**src/rtl/instr_prefetch_buffer_pkg.sv**
```systemverilog
// ---------------------------------------------------------------------------
// instr_prefetch_buffer_pkg
// Shared types and constants for the instruction prefetch buffer.
//   PREFETCH_DEPTH   : default number of queue entries
//   prefetch_entry_t : one queued word, tagged with its word address
//   PREFETCH_ENTRY_W : flattened width of prefetch_entry_t for ports
//   pf_state_e       : two-state control FSM encoding
// ---------------------------------------------------------------------------
package instr_prefetch_buffer_pkg;

  localparam int PREFETCH_DEPTH = 4;

  typedef struct packed {
    logic [29:0] waddr;
    logic [31:0] data;
  } prefetch_entry_t;

  localparam int PREFETCH_ENTRY_W = $bits(prefetch_entry_t);

  typedef enum logic {
    ST_BOOT = 1'b0,
    ST_RUN  = 1'b1
  } pf_state_e;

endpackage

```
**src/rtl/instr_prefetch_buffer_prefetch_fifo.sv**
```systemverilog
// ---------------------------------------------------------------------------
// prefetch_fifo
// In-order queue of prefetch_entry_t with a combinational head read so the
// fetch stage sees a hit in the same cycle it changes its address.
//   clk, reset_n  : clock, asynchronous active-low reset
//   i_push        : write i_push_entry at the tail (ignored when full)
//   i_pop         : drop the head entry (ignored when empty)
//   i_clear       : empty the queue; wins over push and pop
//   o_head        : entry at the head (undefined contents when empty)
//   o_full/o_empty: occupancy flags
//   o_count       : number of valid entries, 0..DEPTH
// ---------------------------------------------------------------------------
module prefetch_fifo
  import instr_prefetch_buffer_pkg::*;
#(
  parameter int DEPTH = PREFETCH_DEPTH,
  localparam int AW = $clog2(DEPTH),
  localparam int PW = AW + 1
) (
  input  logic                        clk,
  input  logic                        reset_n,
  input  logic                        i_push,
  input  logic [PREFETCH_ENTRY_W-1:0] i_push_entry,
  input  logic                        i_pop,
  input  logic                        i_clear,
  output logic [PREFETCH_ENTRY_W-1:0] o_head,
  output logic                        o_full,
  output logic                        o_empty,
  output logic [PW-1:0]               o_count
);

  prefetch_entry_t r_mem [DEPTH];
  logic [PW-1:0]   r_wr_ptr;
  logic [PW-1:0]   r_rd_ptr;
  logic            w_do_push;
  logic            w_do_pop;

  // Pointers carry one extra wrap bit so full and empty are distinguishable.
  assign o_count   = r_wr_ptr - r_rd_ptr;
  assign o_empty   = (r_wr_ptr == r_rd_ptr);
  assign o_full    = (o_count == PW'(DEPTH));
  assign o_head    = r_mem[r_rd_ptr[AW-1:0]];
  assign w_do_push = i_push && !o_full && !i_clear;
  assign w_do_pop  = i_pop && !o_empty && !i_clear;

  always_ff @(posedge clk or negedge reset_n) begin
    if (!reset_n) begin
      r_wr_ptr <= '0;
      r_rd_ptr <= '0;
    end else if (i_clear) begin
      r_wr_ptr <= '0;
      r_rd_ptr <= '0;
    end else begin
      if (w_do_push) r_wr_ptr <= r_wr_ptr + PW'(1);
      if (w_do_pop)  r_rd_ptr <= r_rd_ptr + PW'(1);
    end
  end

  // Storage is not reset; the pointers alone define which entries are live.
  always_ff @(posedge clk) begin
    if (w_do_push) r_mem[r_wr_ptr[AW-1:0]] <= prefetch_entry_t'(i_push_entry);
  end

endmodule

```
**src/rtl/instr_prefetch_buffer.sv**
```systemverilog
// ---------------------------------------------------------------------------
// instr_prefetch_buffer
// Prefetches sequential 32-bit instruction words ahead of the fetch stage and
// presents the queued word that matches the fetch address. A redirect (or a
// head that does not match the fetch address) flushes the queue, restarts the
// stream at the fetch address and turns in-flight responses into discards.
//   clk, reset_n   : clock, asynchronous active-low reset
//   i_fetch_addr   : fetch stage address (bits [1:0] ignored)
//   i_fetch_pop    : fetch consumed the presented word
//   i_redirect     : restart the stream at i_fetch_addr
//   o_instr_data   : head word (0 when the queue is empty)
//   o_instr_valid  : head present and its address matches i_fetch_addr
//   o_mem_req/addr : memory request and word-aligned address
//   i_mem_gnt      : request accepted this cycle
//   i_mem_rvalid/rdata : in-order responses, at least one cycle after grant
// Supports ADDR_W up to 32 (queue tags are 30-bit word addresses).
// ---------------------------------------------------------------------------
module instr_prefetch_buffer
  import instr_prefetch_buffer_pkg::*;
#(
  parameter int DEPTH  = PREFETCH_DEPTH,
  parameter int ADDR_W = 32
) (
  input  logic              clk,
  input  logic              reset_n,
  input  logic [ADDR_W-1:0] i_fetch_addr,
  input  logic              i_fetch_pop,
  input  logic              i_redirect,
  output logic [31:0]       o_instr_data,
  output logic              o_instr_valid,
  output logic              o_mem_req,
  output logic [ADDR_W-1:0] o_mem_addr,
  input  logic              i_mem_gnt,
  input  logic              i_mem_rvalid,
  input  logic [31:0]       i_mem_rdata
);

  localparam int CW = $clog2(DEPTH) + 1;
  localparam int WW = ADDR_W - 2;
  localparam logic [CW+1:0] SAT_LIM = (CW+2)'((1 << CW) - 1);

  pf_state_e                 r_state;
  logic [WW-1:0]             r_next_waddr;
  logic [WW-1:0]             r_resp_waddr;
  logic [CW-1:0]             r_outstanding;
  logic [CW-1:0]             r_discard;

  logic [WW-1:0]             w_fetch_waddr;
  logic                      w_unused_lsbs;
  logic [PREFETCH_ENTRY_W-1:0] w_head_bits;
  prefetch_entry_t           w_head;
  prefetch_entry_t           w_push_entry;
  logic                      w_full;
  logic                      w_empty;
  logic [CW-1:0]             w_count;
  logic                      w_head_match;
  logic                      w_flush;
  logic                      w_grant;
  logic                      w_rsp_any;
  logic                      w_accept;
  logic                      w_drop;
  logic                      w_pop;
  logic [CW+1:0]             w_discard_sum;
  logic [CW+1:0]             w_out_sum;
  logic [CW-1:0]             w_discard_next;
  logic [CW-1:0]             w_out_next;

  assign w_fetch_waddr = i_fetch_addr[ADDR_W-1:2];
  assign w_unused_lsbs = ^i_fetch_addr[1:0];
  assign w_head        = prefetch_entry_t'(w_head_bits);

  assign w_head_match  = !w_empty && (w_head.waddr == 30'(w_fetch_waddr));
  // A non-matching head means fetch has gone somewhere else: treat it as a
  // redirect so the stream heals itself without help from the fetch stage.
  assign w_flush       = i_redirect || (!w_empty && !w_head_match);

  assign o_instr_valid = w_head_match;
  assign o_instr_data  = w_empty ? 32'd0 : w_head.data;

  // Credit rule: queued + in-flight never exceeds DEPTH, so pushes cannot
  // overflow. Outputs depend only on registers, so they stay stable until
  // granted or the registers are rewritten by a flush.
  assign o_mem_req  = (r_state == ST_RUN) &&
                      (({1'b0, w_count} + {1'b0, r_outstanding}) < (CW+1)'(DEPTH));
  assign o_mem_addr = {r_next_waddr, 2'b00};

  assign w_grant   = o_mem_req && i_mem_gnt;
  // A response with nothing in flight is a memory protocol error; ignore it.
  assign w_rsp_any = i_mem_rvalid && ((r_discard != '0) || (r_outstanding != '0));
  assign w_drop    = i_mem_rvalid && (r_discard != '0);
  assign w_accept  = i_mem_rvalid && (r_discard == '0) && (r_outstanding != '0) && !w_flush;
  assign w_pop     = i_fetch_pop && o_instr_valid && !w_flush;

  assign w_push_entry = '{waddr: 30'(r_resp_waddr), data: i_mem_rdata};

  always_comb begin
    w_discard_sum = '0;
    w_out_sum     = '0;
    if (w_flush) begin
      // Everything in flight, including a request granted this very cycle,
      // now belongs to the old stream. A response arriving now retires one.
      w_discard_sum = (CW+2)'(r_discard) + (CW+2)'(r_outstanding)
                    + (CW+2)'(w_grant) - (CW+2)'(w_rsp_any);
    end else begin
      w_discard_sum = (CW+2)'(r_discard) - (CW+2)'(w_drop);
      w_out_sum     = (CW+2)'(r_outstanding) + (CW+2)'(w_grant) - (CW+2)'(w_accept);
    end
    w_discard_next = (w_discard_sum > SAT_LIM) ? SAT_LIM[CW-1:0] : w_discard_sum[CW-1:0];
    w_out_next     = (w_out_sum > SAT_LIM) ? SAT_LIM[CW-1:0] : w_out_sum[CW-1:0];
  end

  always_ff @(posedge clk or negedge reset_n) begin
    if (!reset_n) begin
      r_state       <= ST_BOOT;
      r_next_waddr  <= '0;
      r_resp_waddr  <= '0;
      r_outstanding <= '0;
      r_discard     <= '0;
    end else begin
      if (r_state == ST_BOOT) r_state <= ST_RUN;
      r_outstanding <= w_out_next;
      r_discard     <= w_discard_next;
      if (w_flush) begin
        r_next_waddr <= w_fetch_waddr;
        r_resp_waddr <= w_fetch_waddr;
      end else begin
        if (w_grant)  r_next_waddr <= r_next_waddr + WW'(1);
        if (w_accept) r_resp_waddr <= r_resp_waddr + WW'(1);
      end
    end
  end

  prefetch_fifo #(
    .DEPTH (DEPTH)
  ) u_fifo (
    .clk          (clk),
    .reset_n      (reset_n),
    .i_push       (w_accept),
    .i_push_entry (w_push_entry),
    .i_pop        (w_pop),
    .i_clear      (w_flush),
    .o_head       (w_head_bits),
    .o_full       (w_full),
    .o_empty      (w_empty),
    .o_count      (w_count)
  );

endmodule

```
**config.mk**
```make
export PLATFORM = sky130hd
export DESIGN_NAME = instr_prefetch_buffer
export DESIGN_NICKNAME = d
export VERILOG_FILES = /design/src/rtl/instr_prefetch_buffer_pkg.sv /design/src/rtl/instr_prefetch_buffer_prefetch_fifo.sv /design/src/rtl/instr_prefetch_buffer.sv
export SDC_FILE = /design/constraint.sdc
export NUM_CORES = 1
export LEC_CHECK = 0
export CAP_MARGIN = 20
export CORE_MARGIN = 2
export CORE_UTILIZATION = 52
export DETAILED_ROUTE_END_ITERATION = 10
export PLACE_DENSITY = 0.76
export SETUP_SLACK_MARGIN = 0.1
export SLEW_MARGIN = 20
export SYNTH_ARGS = -nofsm -noshare
export SYNTH_HDL_FRONTEND = slang
export SYNTH_HIERARCHICAL = 1
export SYNTH_SLANG_ARGS = --single-unit
```
**constraint.sdc**
```tcl
create_clock -name clk -period 8.5 [get_ports clk]
set_clock_uncertainty 0.2 [all_clocks]
set_input_delay 1.275 -clock clk [delete_from_list [all_inputs] [get_ports clk]]
set_output_delay 1.275 -clock clk [all_outputs]
set_load 0.005 [all_outputs]
```
Word level (Yosys, flattened, before mapping)
Memory sizes are Yosys's and may differ from the RTL's.
Index checks and enable logic that the tools add are counted.
{ "totals": {"ff_bits": 73, "ramBits": 248, "input_bits": 70, "output_inout_bits": 66, "wordCells": 69, "memories": 1} }
{ "classes": {"add_sub_neg": 12, "magnitude_cmp": 3, "eq_ne": 3, "mux": 15, "reduce_logical": 28} }
{ "memory_table": {"columns": ["memory", "depth", "width", "rd", "rd_clocked_by_memory_dff", "wr", "line_no", "source"], "rows": [
  ["u_fifo.r_mem", 4, 62, 1, 0, 1, "instr_prefetch_buffer_prefetch_fifo.sv:32", "prefetch_entry_t r_mem [DEPTH];"]
]} }
{ "op_table": {"columns": ["op", "count"], "rows": [
  ["2-to-1 mux 30 bit", 4],
  ["adder 30 x 1 -> 30 bit, second input constant", 2],
  ["2-to-1 mux 32 bit", 1],
  ["== test 30 bit", 1],
  ["2-to-1 mux 3 bit", 6],
  ["logical AND 1 bit", 15],
  ["greater-than comparator 5 x 3 -> 1 bit, second input constant", 2],
  ["2-to-1 mux 5 bit", 2],
  ["adder 3 x 3 -> 4 bit", 2],
  ["nonzero test 2 bit", 4],
  ["adder 3 x 1 -> 3 bit, second input constant", 2],
  ["nonzero test 3 bit", 2],
  ["adder 4 x 1 -> 5 bit", 1],
  ["subtractor 4 x 1 -> 5 bit", 1],
  ["subtractor 5 x 1 -> 5 bit", 1],
  ["adder 3 x 1 -> 4 bit", 1],
  ["zero test 1 bit", 4],
  ["less-than comparator 4 x 3 -> 1 bit, second input constant", 1],
  ["subtractor 3 x 1 -> 4 bit", 1],
  ["== test 3 bit", 1],
  ["== test 3 bit, second input constant", 1],
  ["zero test 3 bit", 1],
  ["subtractor 3 bit", 1],
  ["logical OR 1 bit", 2],
  ["2-to-1 mux 1 bit", 2]
]} }

Depth between registers and ports, before layout
{ "logic_depth": {"depth_word": 12, "ltp_mapped": 19, "depth_no_buf": 18} }

Cells and area by module
The synthesis kept the hierarchy.
{ "modules_own_cells": {"columns": ["module", "instances", "cells_each", "area_each_um2", "seq_area_each_um2"], "rows": [
  ["prefetch_fifo", 1, 372, 9381.5, 7597.3],
  ["instr_prefetch_buffer", 1, 493, 4867.2, 1676.6]
]} }

Worst setup path before layout
No wires, ideal clock.
{ "synth_timing": {"kind": "reg2reg", "startpoint": "register u_fifo.r_rd_ptr[0]", "endpoint": "memory u_fifo/r_mem[0][0] (netlist name) (enable)", "setup_ns": 0.571, "arrival_time_ns": 7.612, "required_ns": 7.729, "slack_ns": 0.117, "stages_incl_launch_ff": 13, "path_buffers": 4, "synth_period_minus_slack_ns": 8.383, "cell_sequence": "dfrtp_1 -> buf_2 -> buf_2 -> mux4_2 -> xor2_1 -> nor4_1 -> nand4_1 -> o32ai_2 -> buf_6 -> buf_2 -> and2_1 -> o21ai_4 -> nor3b_1"} }
{ "synth_rtl": {"columns": ["item", "line_no", "source"], "rows": [
  ["start, declared", "instr_prefetch_buffer_prefetch_fifo.sv:34", "logic [PW-1:0] r_rd_ptr;"],
  ["start signal, assigned", "instr_prefetch_buffer_prefetch_fifo.sv:55", "if (w_do_pop) r_rd_ptr <= r_rd_ptr + PW'(1);"],
  ["end, declared", "instr_prefetch_buffer_prefetch_fifo.sv:32", null]
]} }

==> results.sh <==
export IMPL_die_area_um2=28700
export IMPL_cts_buffers=34
export IMPL_cp_end_kind="output pin"
export IMPL_synthToLayoutAreaGrowth_pct=19.2
export IMPL_cts_path_max_buffers=3
export IMPL_die_w_um=170
export IMPL_slew_violations=0
export IMPL_p_per_area_nw_per_um2=216
export IMPL_portBuffers=131
export IMPL_path_cells="buf_4 -> mux4_2 -> xor2_1 -> nor4_1 -> nand4_1 -> nor3_1 -> clkdlybuf4s50_1"
export IMPL_antenna_found_initial=0
export IMPL_overflow=0
export IMPL_start_util_pct=52.9
export IMPL_yosysWarnings=6
export IMPL_drc=0
export IMPL_cap_violations=0
export IMPL_diodes=0
export IMPL_leakagePower_nw=5.89
export IMPL_syn_area_per_cell_um2=16.5
export IMPL_drive_gt1_share_pct=19.0
export IMPL_vdd_drop_max_mv=0.167
export IMPL_pin_count=136
export IMPL_grt_max_degree=64
export IMPL_vias_per_cell=5.77
export IMPL_grt_pass1_vias=8103
export IMPL_hold_viol=0
export IMPL_max_slew_margin_pct=32.4
export IMPL_netlist_area_um2=14200
export IMPL_rsz0062_at_grt="no"
export IMPL_path_clk_slew_ns=0.06
export IMPL_tns_ns=0
export IMPL_core_area_um2=27000
export IMPL_hold_buffers=0
export IMPL_critical_path_max_fanout=39
export IMPL_wl_per_cell_um=21.4
export IMPL_drt_pass1_iter_count=6
export IMPL_fp_row_count=60
export IMPL_worst_pin_slew_ns=1.01
export IMPL_num_vias=7927
export IMPL_ant_nets=0
export IMPL_worstHoldPathType="flip-flop to flip-flop"
export IMPL_die_height_um=170
export IMPL_dp_hpwl_mm=18.4
export IMPL_outcome="finished, final reports clean"
export IMPL_fin_crit_sh_pct=71.4
export IMPL_wirelength_mm=29.4
export IMPL_cts_tree="built"
export IMPL_post_cts_resized=0
export IMPL_fin_nets=1106
export IMPL_crit_family="buffers and inverters"
export IMPL_grt_pass1_wl_mm=45.8
export IMPL_drt_iter0_drc=652
export IMPL_cts_sink_count=321
export IMPL_critPathBufInv=2
export IMPL_finalSetupViolations=0
export IMPL_cts_setup_buffers=0
export IMPL_worstSetupStartpointType="flip-flop"
export IMPL_required_ns=7.03
export IMPL_crit_type="flip-flop to output pin"
export IMPL_fmaxAchievable_mhz=165
export IMPL_period_needed_ns=6.06
export IMPL_root_buffer="clkbuf_16"
export IMPL_grt_usage_pct=21.0
export IMPL_synthCells=864
export IMPL_cp_slowest_cell="dfrtp_4"
export IMPL_clkLatencyLatePin_ns=0.50
export IMPL_cts_max_level=2
export IMPL_worst_ep_arrival_time_ns=4.59
export IMPL_routabilityCongestion=0.779
export IMPL_whs_ns=0.351
export IMPL_slowest_delay_ns=0.97
## metrics by stage
| stage | cells | power [mW] | setup slack (ns) | area, µm² | utilization (%) |
|---|---|---|---|---|---|
| final | 1374 | 3.67 | 2.44 | 17000 | 63.0 |
| after global routing | 1374 | 3.83 | 2.17 | 17000 | 63.0 |
| after CTS | 1374 | 3.70 | 2.29 | 17000 | 63.0 |
| after detailed placement | 1313 | 2.29 | 2.83 | 15900 | 59.1 |
| after global placement | 1313 | 2.28 | 2.84 | 15900 | 59.1 |
| after floorplan | 865 | 2.12 | 0.117 | 14200 | - |
## worst reg2reg max path, delay by kind of cell, from the launching register on
family	cells	cell delay (ns)
mux	1	0.60
buf+inv	2	1.41
simple gates	4	1.19
flops	1	0.97
xor+xnor	1	0.17
compound gates	2	0.60
## power breakdown
group / switching, mW / internal [mW]
clock network: 0.581 / 0.832
registers: 0.0679 / 1.76
logic: 0.208 / 0.225
## metal layers
| layer | vias to the layer above | share of wire, % | track usage (%) |
|---|---|---|---|
| met1 | 4128 | 42 | 28.6 |
| met4 | 0 | 1.9 | 5.61 |
| li1 | 3559 | - | - |
| met5 | - | 0 | 0 |
| met3 | 47 | 4.5 | 3.26 |
| met2 | 193 | 51 | 35.7 |
## path summary, 6_finish.rpt
| path | start | to | cells after the start | slack (ns) |
|---|---|---|---|---|
| min in group asynchronous | reset_n | r_next_waddr[24] | 1 | 0.47 |
| hold / removal | r_resp_waddr[20] | u_fifo/r_mem[1][52] | 0 | 0.35 |
| max in group asynchronous | reset_n | u_fifo/r_rd_ptr[0] | 2 | 6.52 |
| setup / recovery | u_fifo/r_rd_ptr[0] | o_instr_valid | 7 | 2.44 |
| hold reg to reg | r_resp_waddr[20] | u_fifo/r_mem[1][52] | 0 | 0.35 |
| setup reg to reg | u_fifo/r_rd_ptr[0] | u_fifo/r_mem[2][9] | 10 | 2.94 |
## layout make-up
class                   count  area, µm²
repair buffers            140       1380
well taps                 341        427
clock buffers              43        926
inverters                  37        139
clock inverters            18        138
multi-input cells         474       4690
flip-flops and latches    321       9280
fillers                  1977       9970
## flip-flops by register name, indices dropped and copies added, names as in the netlist
register and cells:
r_discard 3, r_next_waddr 30, r_outstanding 3, r_resp_waddr 30, r_state 1, u_fifo/r_mem 248, u_fifo/r_rd_ptr 3, u_fifo/r_wr_ptr 3
## placed cells by master, fill, tap and decap left out, types with 24 or more instances in the layout
master,n
xnor2_1,27
nor2b_1,32
nand2_1,32
inv_1,37
nor2_1,26
xor2_1,68
clkbuf_16,35
clkdlybuf4s50_1,130
mux2_2,57
ha_1,24
edfxtp_1,248
dfrtp_1,71
mux4_2,62
(Power assumes the default switching activity.)
